File: config.mk
export PLATFORM = sky130hd
export DESIGN_NAME = muln_seq
export DESIGN_NICKNAME = d
export VERILOG_FILES = /design/src/rtl/muln_seq.sv
export SDC_FILE = /design/constraint.sdc
export NUM_CORES = 1
export LEC_CHECK = 0
export BUFFER_PORTS_ARGS = -buffer_cell sky130_fd_sc_hd__buf_2
export CAP_MARGIN = 10
export CORE_ASPECT_RATIO = 0.9
export CORE_MARGIN = 5
export CORE_UTILIZATION = 50
export CTS_BUF_LIST = sky130_fd_sc_hd__clkbuf_4
export CTS_CLUSTER_SIZE = 12
export DETAILED_ROUTE_END_ITERATION = 8
export MAX_ROUTING_LAYER = met4
export PLACE_DENSITY_LB_ADDON = 0.25
export SLEW_MARGIN = 10
export SYNTH_ARGS = -nofsm -noshare
export SYNTH_HDL_FRONTEND = slang
export SYNTH_SLANG_ARGS = --single-unit
File: constraint.sdc
create_clock -name clk -period 1.5 [get_ports clk]
set_input_delay 0.15 -clock clk [delete_from_list [all_inputs] [get_ports clk]]
set_output_delay 0.15 -clock clk [all_outputs]
set_load 0.01 [all_outputs]
File: src/rtl/muln_seq.sv
// Sequential radix-2 shift-add multiplier, WIDTH cycles per product, start/done handshake.
// Define MULN_SIGNED_EN for two's-complement operands and product (sign-magnitude internally).
module muln_seq #(
  parameter int WIDTH = 4
) (
  input  logic                 clk,
  input  logic                 rst,
  input  logic                 start,
  input  logic [WIDTH-1:0]     a,
  input  logic [WIDTH-1:0]     b,
  output logic                 busy,
  output logic                 done,
  output logic [2*WIDTH-1:0]   z
);

  localparam int CNT_W = $clog2(WIDTH+1);
  localparam logic [CNT_W-1:0] LAST = CNT_W'(WIDTH-1);

  typedef enum logic [1:0] {IDLE, RUN, DONE} state_t;

  state_t               state, state_nxt;
  logic [WIDTH-1:0]     mcand, mplr, hi;
  logic [CNT_W-1:0]     cnt;
  logic [WIDTH:0]       sum;
  logic [2*WIDTH-1:0]   prod, z_fin;
  logic [WIDTH-1:0]     a_mag, b_mag;
  logic                 accept, last;

`ifdef MULN_SIGNED_EN
  logic sgn;
  always_comb begin
    // -2^(WIDTH-1) negates to itself, which read unsigned is the correct magnitude
    a_mag = a[WIDTH-1] ? -a : a;
    b_mag = b[WIDTH-1] ? -b : b;
    z_fin = sgn ? -prod : prod;
  end
`else
  always_comb begin
    a_mag = a;
    b_mag = b;
    z_fin = prod;
  end
`endif

  always_comb begin
    accept = start && (state != RUN);
    last   = (state == RUN) && (cnt == LAST);
    sum    = {1'b0, hi} + (mplr[0] ? {1'b0, mcand} : '0);
    // {carry, acc_hi, mplr} shifted right by one
    prod   = {sum, mplr[WIDTH-1:1]};
  end

  always_ff @(posedge clk) begin
    if (rst) state <= IDLE;
    else     state <= state_nxt;
  end

  always_comb begin
    state_nxt = state;
    case (state)
      IDLE:    if (accept) state_nxt = RUN;
      RUN:     if (last)   state_nxt = DONE;
      DONE:    state_nxt = accept ? RUN : IDLE;
      default: state_nxt = IDLE;
    endcase
  end

  always_comb begin
    busy = (state == RUN);
    done = (state == DONE);
  end

  always_ff @(posedge clk) begin
    if (rst) begin
      mcand <= '0;
      mplr  <= '0;
      hi    <= '0;
      cnt   <= '0;
      z     <= '0;
`ifdef MULN_SIGNED_EN
      sgn   <= 1'b0;
`endif
    end else if (accept) begin
      mcand <= a_mag;
      mplr  <= b_mag;
      hi    <= '0;
      cnt   <= '0;
`ifdef MULN_SIGNED_EN
      sgn   <= a[WIDTH-1] ^ b[WIDTH-1];
`endif
    end else if (state == RUN) begin
      hi   <= sum[WIDTH:1];
      mplr <= prod[WIDTH-1:0];
      cnt  <= cnt + 1'b1;
      if (last) z <= z_fin;
    end
  end

endmodule

* Yosys cells after proc, flatten, opt, wreduce, memory -nomap -nowiden
Cells that the tools add are included.
Word-level totals: bits in registers 25, bits in latches 0, memory bits (writable) 0, bits in read-only memories 0, input bits 11, output and inout port bits 10, memories 0
Operators by class: $add $sub $neg 2, $mul 0, divide/modulo/power cells 0, $lt $le $gt $ge 0, equal/unequal tests 6, shift-type cells 0, mux-type cells 7, bitwise gates (word level) 1, reduce and logical (&&, ||, !) cells 7
Operators with widths (number):
- 2-to-1 mux 4 bit | 3
- one-hot mux 2 bit (3 select lines) | 1
- adder 4 x 4 -> 5 bit | 1
- 2-to-1 mux 2 bit | 2
- inequality test 2 x 1 -> 1 bit (second input constant) | 2
- adder 3 x 1 -> 3 bit (second input constant) | 1
- == test 3 x 2 -> 1 bit (second input constant) | 1
- AND reduction 3 bit | 1
- == test 2 x 1 -> 1 bit (second input constant) | 1
- == test 2 bit (second input constant) | 1
- logical AND 1 bit | 2
- logical NOT 2 bit | 1
- inequality test 2 bit (second input constant) | 1
- AND reduction 2 bit | 1
- nonzero test 2 bit | 1
- OR reduction 2 bit | 1
- 2-to-1 mux 1 bit | 1
- inverter 1 bit | 1

* Logic depth before layout (Yosys ltp)
Gate-level depths: netlist of run 1.
depth in word-level cells 4, depth in mapped cells 6, mapped depth without buffers 6

* Worst setup path after synthesis of run 1
No wires, ideal clock.
path type register to register, start register mplr[0], end register z[6], library setup time 0.122 ns, arrival time 1.517 ns, required time 1.378 ns, path slack -0.139 ns, cell stages (with the launch flop) 6, buffers on the path 0, period minus slack after synthesis 1.639 ns, cell sequence dfxtp_1 -> and2_1 -> ha_1 -> a21oi_1 -> a2111oi_4 -> a311o_1
Between the ends: cells in the longest elaborated chain, start to end 2
RTL lines:
- from (decl) | RTL line 22 | logic [WIDTH-1:0] mcand, mplr, hi;
- from (signal assigned) | RTL line 85 | mplr <= b_mag;
- from (signal assigned) | RTL line 93 | mplr <= prod[WIDTH-1:0];
- 2-to-1 mux 4 bit | RTL line 48 | sum = {1'b0, hi} + (mplr[0] ? {1'b0, mcand} : '0);
- adder 4 x 4 -> 5 bit | RTL line 48
- to (signal assigned) | RTL line 95 | if (last) z <= z_fin;
- to (decl) | RTL line 13 | output logic [2*WIDTH-1:0] z
Every way passes these cells. A chain may end at the register's enable or synchronous reset.

* Worst setup path after layout of run 1
start register mplr[0], end register hi[3]
Between the ends: cells in the longest elaborated chain, start to end 2
RTL lines:
- 2-to-1 mux 4 bit | RTL line 48
- adder 4 x 4 -> 5 bit | RTL line 48
- to (signal assigned) | RTL line 92 | hi <= sum[WIDTH:1];
- to (decl) | RTL line 22
Every way passes these cells.

==> results_dict.tcl, run 1 <==
set metrics [dict create \
    outcome "finished with violations" \
    violations "setup timing" \
    ant_nets 0 \
    hp-class "primary input to flop" \
    dieHeight_um 55.89 \
    setup_viol 2 \
    clock_path_buffers 2 \
    synthesis.instances 131 \
    maxCapViolCount 0 \
    ir_worst_vdd_mv 0.6851 \
    rsz0062_at_grt "yes" \
    synth_area_sq_um 1170 \
    cp_slowest_cell "dfxtp_2" \
    dp_hpwl_um 1932 \
    min_from "a[2]" \
    critPathMaxStageDelay_ns 0.36 \
    core_sq_um 2202 \
    critPathLaunchType "flop" \
    worst-r2r-setup-slack_ns -0.01 \
    final_nets 175 \
    cts_root_buf "clkbuf_4" \
    fin_crit_sh 1.010 \
    grt_usage 0.1733 \
    final_cell_mix "dfxtp_1 (23), buf_2 (20), a21oi_1 (17)" \
    clk_pin_slew_ns 0.14 \
    rr_worst_depth 6 \
    syn_area_per_cell_sq_um 8.930 \
    port-buffer-count 20 \
    start_util 0.5313 \
    ys_types 29 \
    drt_pass1_iterations 4 \
    fp-row-count 16 \
    pin_count 21 \
    relSlewSlack 0.7529 \
    cp.required_ns 1.74 \
    fp.dieW_um 60.99 \
    grt.overflow.total 0 \
    nFillCells 191 \
    cp-end-kind "flop" \
    gp_congestion 0.9116 \
    wl_um 2546 \
    insertedDiodeCount 0 \
    numCtsBuffers 3 \
    r2r-start "mplr[0]$_SDFFE_PP0P_" \
    drc 0 \
    grt_pass1_wl_um 4333 \
    clock_sinks 25 \
    cp_max_fo 5 \
    htreeDepth 1 \
    timing.rr.end "hi[3]$_SDFFE_PP0P_" \
    min_period_ns 1.515 \
    num_vias 998 \
    cp.arrival_ns 1.76 \
    clock_skew_ns 0.008155 \
    drt-initial-drc-count 29 \
    viasPerCell 5.454 \
    fin_ws_ns -0.01455 \
    cts_tree "yes" \
    grt_max_degree 17 \
    tns_ns -0.01573 \
    synth.net_count 149 \
    place_ws_ns -0.07246 \
    tightest_slew_ns 0.3703 \
    synth-seq-area-share 0.4278 \
    p_leak_nw 0.6060 \
    yosysTopAreaCell "dfxtp_1" \
    hold_depth 3 \
    slew_viol_final 0 \
    crit_type "flop to flop" \
    clock.fmax_ghz 0.6603 \
    antenna_found_initial 0 \
    holdBufCountCts 0 \
    syn2layout_area_growth_pct 21.28 \
    layout-drive-gt1-share 0.3077 \
    netlist_top_cells_area "dfxtp_1 (43%), a21oi_1 (7.7%), ha_1 (6.4%)" \
    finalHoldViolCount 0 \
    powerDensity_nw_per_um2 826.0 \
    grt_pass1_vias 949 \
    yosysTopAreaCellShare 0.4278 \
    worstSkewPairLatency_ns 0.33 \
    die_area_sq_um 3408 \
    final_common_cell "dfxtp_1" \
    worstPathCellList "and2_4 -> ha_4 -> fa_2 -> a21o_1 -> a211oi_2 -> nor3_1" \
    routedWlPerCell_um 13.91 \
    synth_seq_cells 25 \
    hold_path_end "mcand[2]$_SDFFE_PP0N_" \
    ys_warn_count 0 \
]
## how the worst max path moves through the flow
stage | from | endpoint | cells past startpoint
after detailed placement | mplr[0]$_SDFFE_PP0P_ | hi[3]$_SDFFE_PP0P_ | 6
after floorplan | mplr[0]$_SDFFE_PP0P_ | hi[3]$_SDFFE_PP0P_ | 6
after global placement | mplr[0]$_SDFFE_PP0P_ | hi[3]$_SDFFE_PP0P_ | 6
after global routing | mplr[0]$_SDFFE_PP0P_ | hi[3]$_SDFFE_PP0P_ | 6
final | mplr[0]$_SDFFE_PP0P_ | hi[3]$_SDFFE_PP0P_ | 6
after CTS | mplr[0]$_SDFFE_PP0P_ | hi[3]$_SDFFE_PP0P_ | 6
## flip-flops by register name, indices dropped and copies added (netlist names)
name   flops
hi         4
z          8
cnt        3
state      2
mplr       4
mcand      4
## area by class of cell
class / count / area (sq um) / share of cell area
tap: 27 / 33.78 / 0.02381
inverter: 4 / 17.52 / 0.01235
multi-input combinational: 93 / 659.4 / 0.4647
sequential: 25 / 503.0 / 0.3545
timing repair buffer: 30 / 175.2 / 0.1235
clock buffer: 3 / 22.52 / 0.01587
clock inverter: 1 / 7.507 / 0.005291
## cell usage after synthesis
library cell,number
mux2i_1,4
inv_2,1
and3b_1,1
buf_6,1
inv_1,3
nor2_1,8
fa_1,1
nand3b_2,1
nand2_1,13
xor2_1,1
and2_1,4
nand2b_1,3
ha_1,6
buf_2,6
a21oi_1,18
buf_1,2
nor2b_1,2
dfxtp_1,25
a311o_1,1
a21o_1,1
and4_4,1
a2111o_1,1
o22a_1,1
a211oi_1,5
nand4_1,2
a2111oi_4,1
nor3_1,2
o21ai_1,5
nand3_1,11
## timing repair
| action | in CTS | in global routing |
|---|---|---|
| pin swaps | 6 | 0 |
| hold endpoints to repair | 0 | 0 |
| resized for setup | 3 | 2 |
| buffers inserted | 0 | 0 |
| endpoints found under the setup margin | 6 | 8 |
| cloned | 0 | 0 |
## cells by family after synthesis
group                    count (synthesis)  synth area share
multiplexers                             4           0.03423
AO/OA/AOI/OAI                           33            0.1861
buffers and inverters                   13           0.05454
XOR/XNOR                                 1          0.007488
flip-flops                              25            0.4278
adder cells (fa/ha/maj)                  7           0.08128
AND/OR/NAND/NOR                         48            0.2086
## metrics by stage
step	instance area [sq um]	hold slack, ns	power [mW]	instances	utilization
finish	1419	0.04420	1.172	183	0.6443
global route	1419	0.03590	1.240	183	0.6443
CTS	1415	0.02507	1.189	183	0.6426
detailed placement	1360	0.4088	0.8644	179	0.6176
global placement	1360	0.4058	0.8601	179	0.6176
floorplan	1200	0.2977	0.8168	131	-
## worst max-delay path, delay by kind of cell (launching register included)
kind            cells  cell delay (ns)
simple gates        2             0.20
fa+ha+maj           2             0.50
flops               1             0.36
compound gates      2             0.36
## power by group
part / internal (mW) / switching [mW]
registers: 0.690 / 0.0180
clock network: 0.102 / 0.214
logic: 0.0632 / 0.0836
## metal layers
metal  wire [um]  GRT usage  part of all wire
met5           0          -                 0
met4          48    0.07430             0.019
met3         129    0.05104             0.051
met2        1239     0.2656              0.49
met1        1128     0.2073              0.44
(Power assumes the default switching activity.)
==> run 2: changes to the inputs <==
Settings changed: CORE_UTILIZATION 50 to 25, HOLD_SLACK_MARGIN from default to 0.03.
==> run 2 against run 1 <==
Compared with the run above: the run still ends with setup timing left; combinational power up 17%; clock skew is 0.00073 ns lower; via count is 1.9% higher; register-to-register slack got worse by 0.06 ns; utilization down 30 points; power grew 4.4%; global-route usage is 6.3 points lower; critical path depth unchanged; sequential share of layout area is 3.1 points lower; routed wire length is 19% higher; critical endpoint unchanged; largest cell class unchanged; highest routed layer unchanged.
==> results_dict.tcl, run 2 (synthesized netlist as in run 1, its figures left out) <==
set metrics [dict create \
    p_total_mw 1.223 \
    ant_nets 0 \
    tightest_slew_ns 0.4059 \
    outcome "finished with violations" \
    cp.required_ns 1.74 \
    worst-r2r-setup-slack_ns -0.07 \
    clock_path_buffers 2 \
    drc 0 \
    p_leak_nw 0.6340 \
    wl_um 3028 \
    start_util 0.2606 \
    core_sq_um 4489 \
    drt_pass1_iterations 4 \
    hp-class "primary input to flop" \
    largest_register_ffs 8 \
    fp.dieW_um 82.11 \
    place_ws_ns -0.1103 \
    grt_usage 0.1107 \
    fin_cells 222 \
    multiInputGateArea_sq_um 709.4 \
    grt_max_degree 17 \
    rsz0062_at_grt "yes" \
    violations "setup timing" \
    slew_viol_final 0 \
    syn2layout_area_growth_pct 32.73 \
    clk_pin_slew_ns 0.16 \
    num_vias 1017 \
    viasPerCell 4.581 \
    antenna_found_initial 0 \
    final_common_cell "dfxtp_1" \
    final_cell_mix "dfxtp_1 (23), buf_2 (20), a21oi_1 (17)" \
    numCtsBuffers 3 \
    layout-drive-gt1-share 0.3500 \
    grt.overflow.total 0 \
    dp_hpwl_um 2262 \
    grt_pass1_vias 1091 \
    dpl_cell_area_sq_um 1396 \
    fin_ws_ns -0.07289 \
    grt_pass1_wl_um 5064 \
    critPathLaunchType "flop" \
    drt-initial-drc-count 56 \
    nFillCells 497 \
    cp-end-kind "flop" \
    clock_skew_ns 0.007426 \
    fp-row-count 23 \
    die_area_sq_um 6149 \
    cp.arrival_ns 1.81 \
    clock.fmax_ghz 0.6358 \
    cts_root_buf "clkbuf_4" \
    crit_type "flop to flop" \
    final_area_sq_um 1553 \
    relSlewSlack 0.7291 \
    clock_sinks 25 \
    pin_count 21 \
    powerDensity_nw_per_um2 787.8 \
    dieHeight_um 74.90 \
    insertedDiodeCount 0 \
    dp.cells 213 \
    fin_crit_sh 1.049 \
    regArea_sq_um 503.0 \
    setup_viol 2 \
    port-buffer-count 20 \
    regMostFlops "z" \
    final_nets 179 \
    cts_tree "yes" \
    gp_congestion 0.7662 \
    min_period_ns 1.573 \
    tns_ns -0.09840 \
    cp_max_fo 5 \
    ir_worst_vdd_mv 0.4576 \
    htreeDepth 1 \
    maxCapViolCount 0 \
    worstSkewPairLatency_ns 0.33 \
    routedWlPerCell_um 13.64 \
    finalHoldViolCount 0 \
]
## run 2: cell types whose count changed in the layout (fill, tap and decap cells not counted), moves of 2 or more
cell	delta
and2_1	-2
ha_1	-2
ha_4	+2
dlygate4sd3_1	+2
and2_4	+2
## run 2: final timing paths
path	from	endpoint	depth (start not counted)
hold / removal	a[1]	mcand[1]$_SDFFE_PP0N_	3
hold reg to reg	z[3]$_SDFFE_PP0P_	z[3]$_SDFFE_PP0P_	2
setup / recovery	mplr[0]$_SDFFE_PP0P_	hi[3]$_SDFFE_PP0P_	6
setup reg to reg	mplr[0]$_SDFFE_PP0P_	hi[3]$_SDFFE_PP0P_	6
## run 2: layout make-up
cell class / count / share of cell area
well taps: 62 / 0.04996
repair buffers: 34 / 0.1378
clock buffers: 3 / 0.01450
inverters: 4 / 0.01128
clock inverters: 1 / 0.005641
flip-flops and latches: 25 / 0.3239
multi-input cells: 93 / 0.4569
## run 2: stage by stage
step | hold WS [ns] | util
2_1_floorplan | 0.2977 | -
3_3_place_gp | 0.4202 | 0.3110
3_5_place_dp | 0.4227 | 0.3110
4_1_cts | 0.03827 | 0.3375
5_1_grt | 0.04576 | 0.3459
6_report | 0.06031 | 0.3459
## run 2: power by group
part,internal (mW),switching (mW)
logic,0.0778,0.0939
clock network,0.109,0.232
registers,0.691,0.0202
total,0.877,0.346
## run 2: timing repair
action	in CTS	in global routing
endpoints found under the setup margin	6	7
cloned	0	0
hold buffers	0	2
pin swaps	7	1
endpoints found under the hold margin	0	2
setup buffers	2	1
resized for setup	12	2
## run 2: metal layers
metal / global-route usage / vias to the layer above / part of all wire
met2: 0.1830 / 21 / 0.50
met3: 0.03349 / 6 / 0.034
li1: - / 519 / -
met5: - / - / 0
met1: 0.1320 / 471 / 0.45
met4: 0.02768 / 0 / 0.017
## run 2: critical path, stage by stage (launching register included)
cell,delay (ns)
dfxtp_2,0.37
and2_4,0.14
ha_4,0.15
fa_2,0.37
a21o_1,0.19
a211oi_2,0.18
nor3_1,0.06
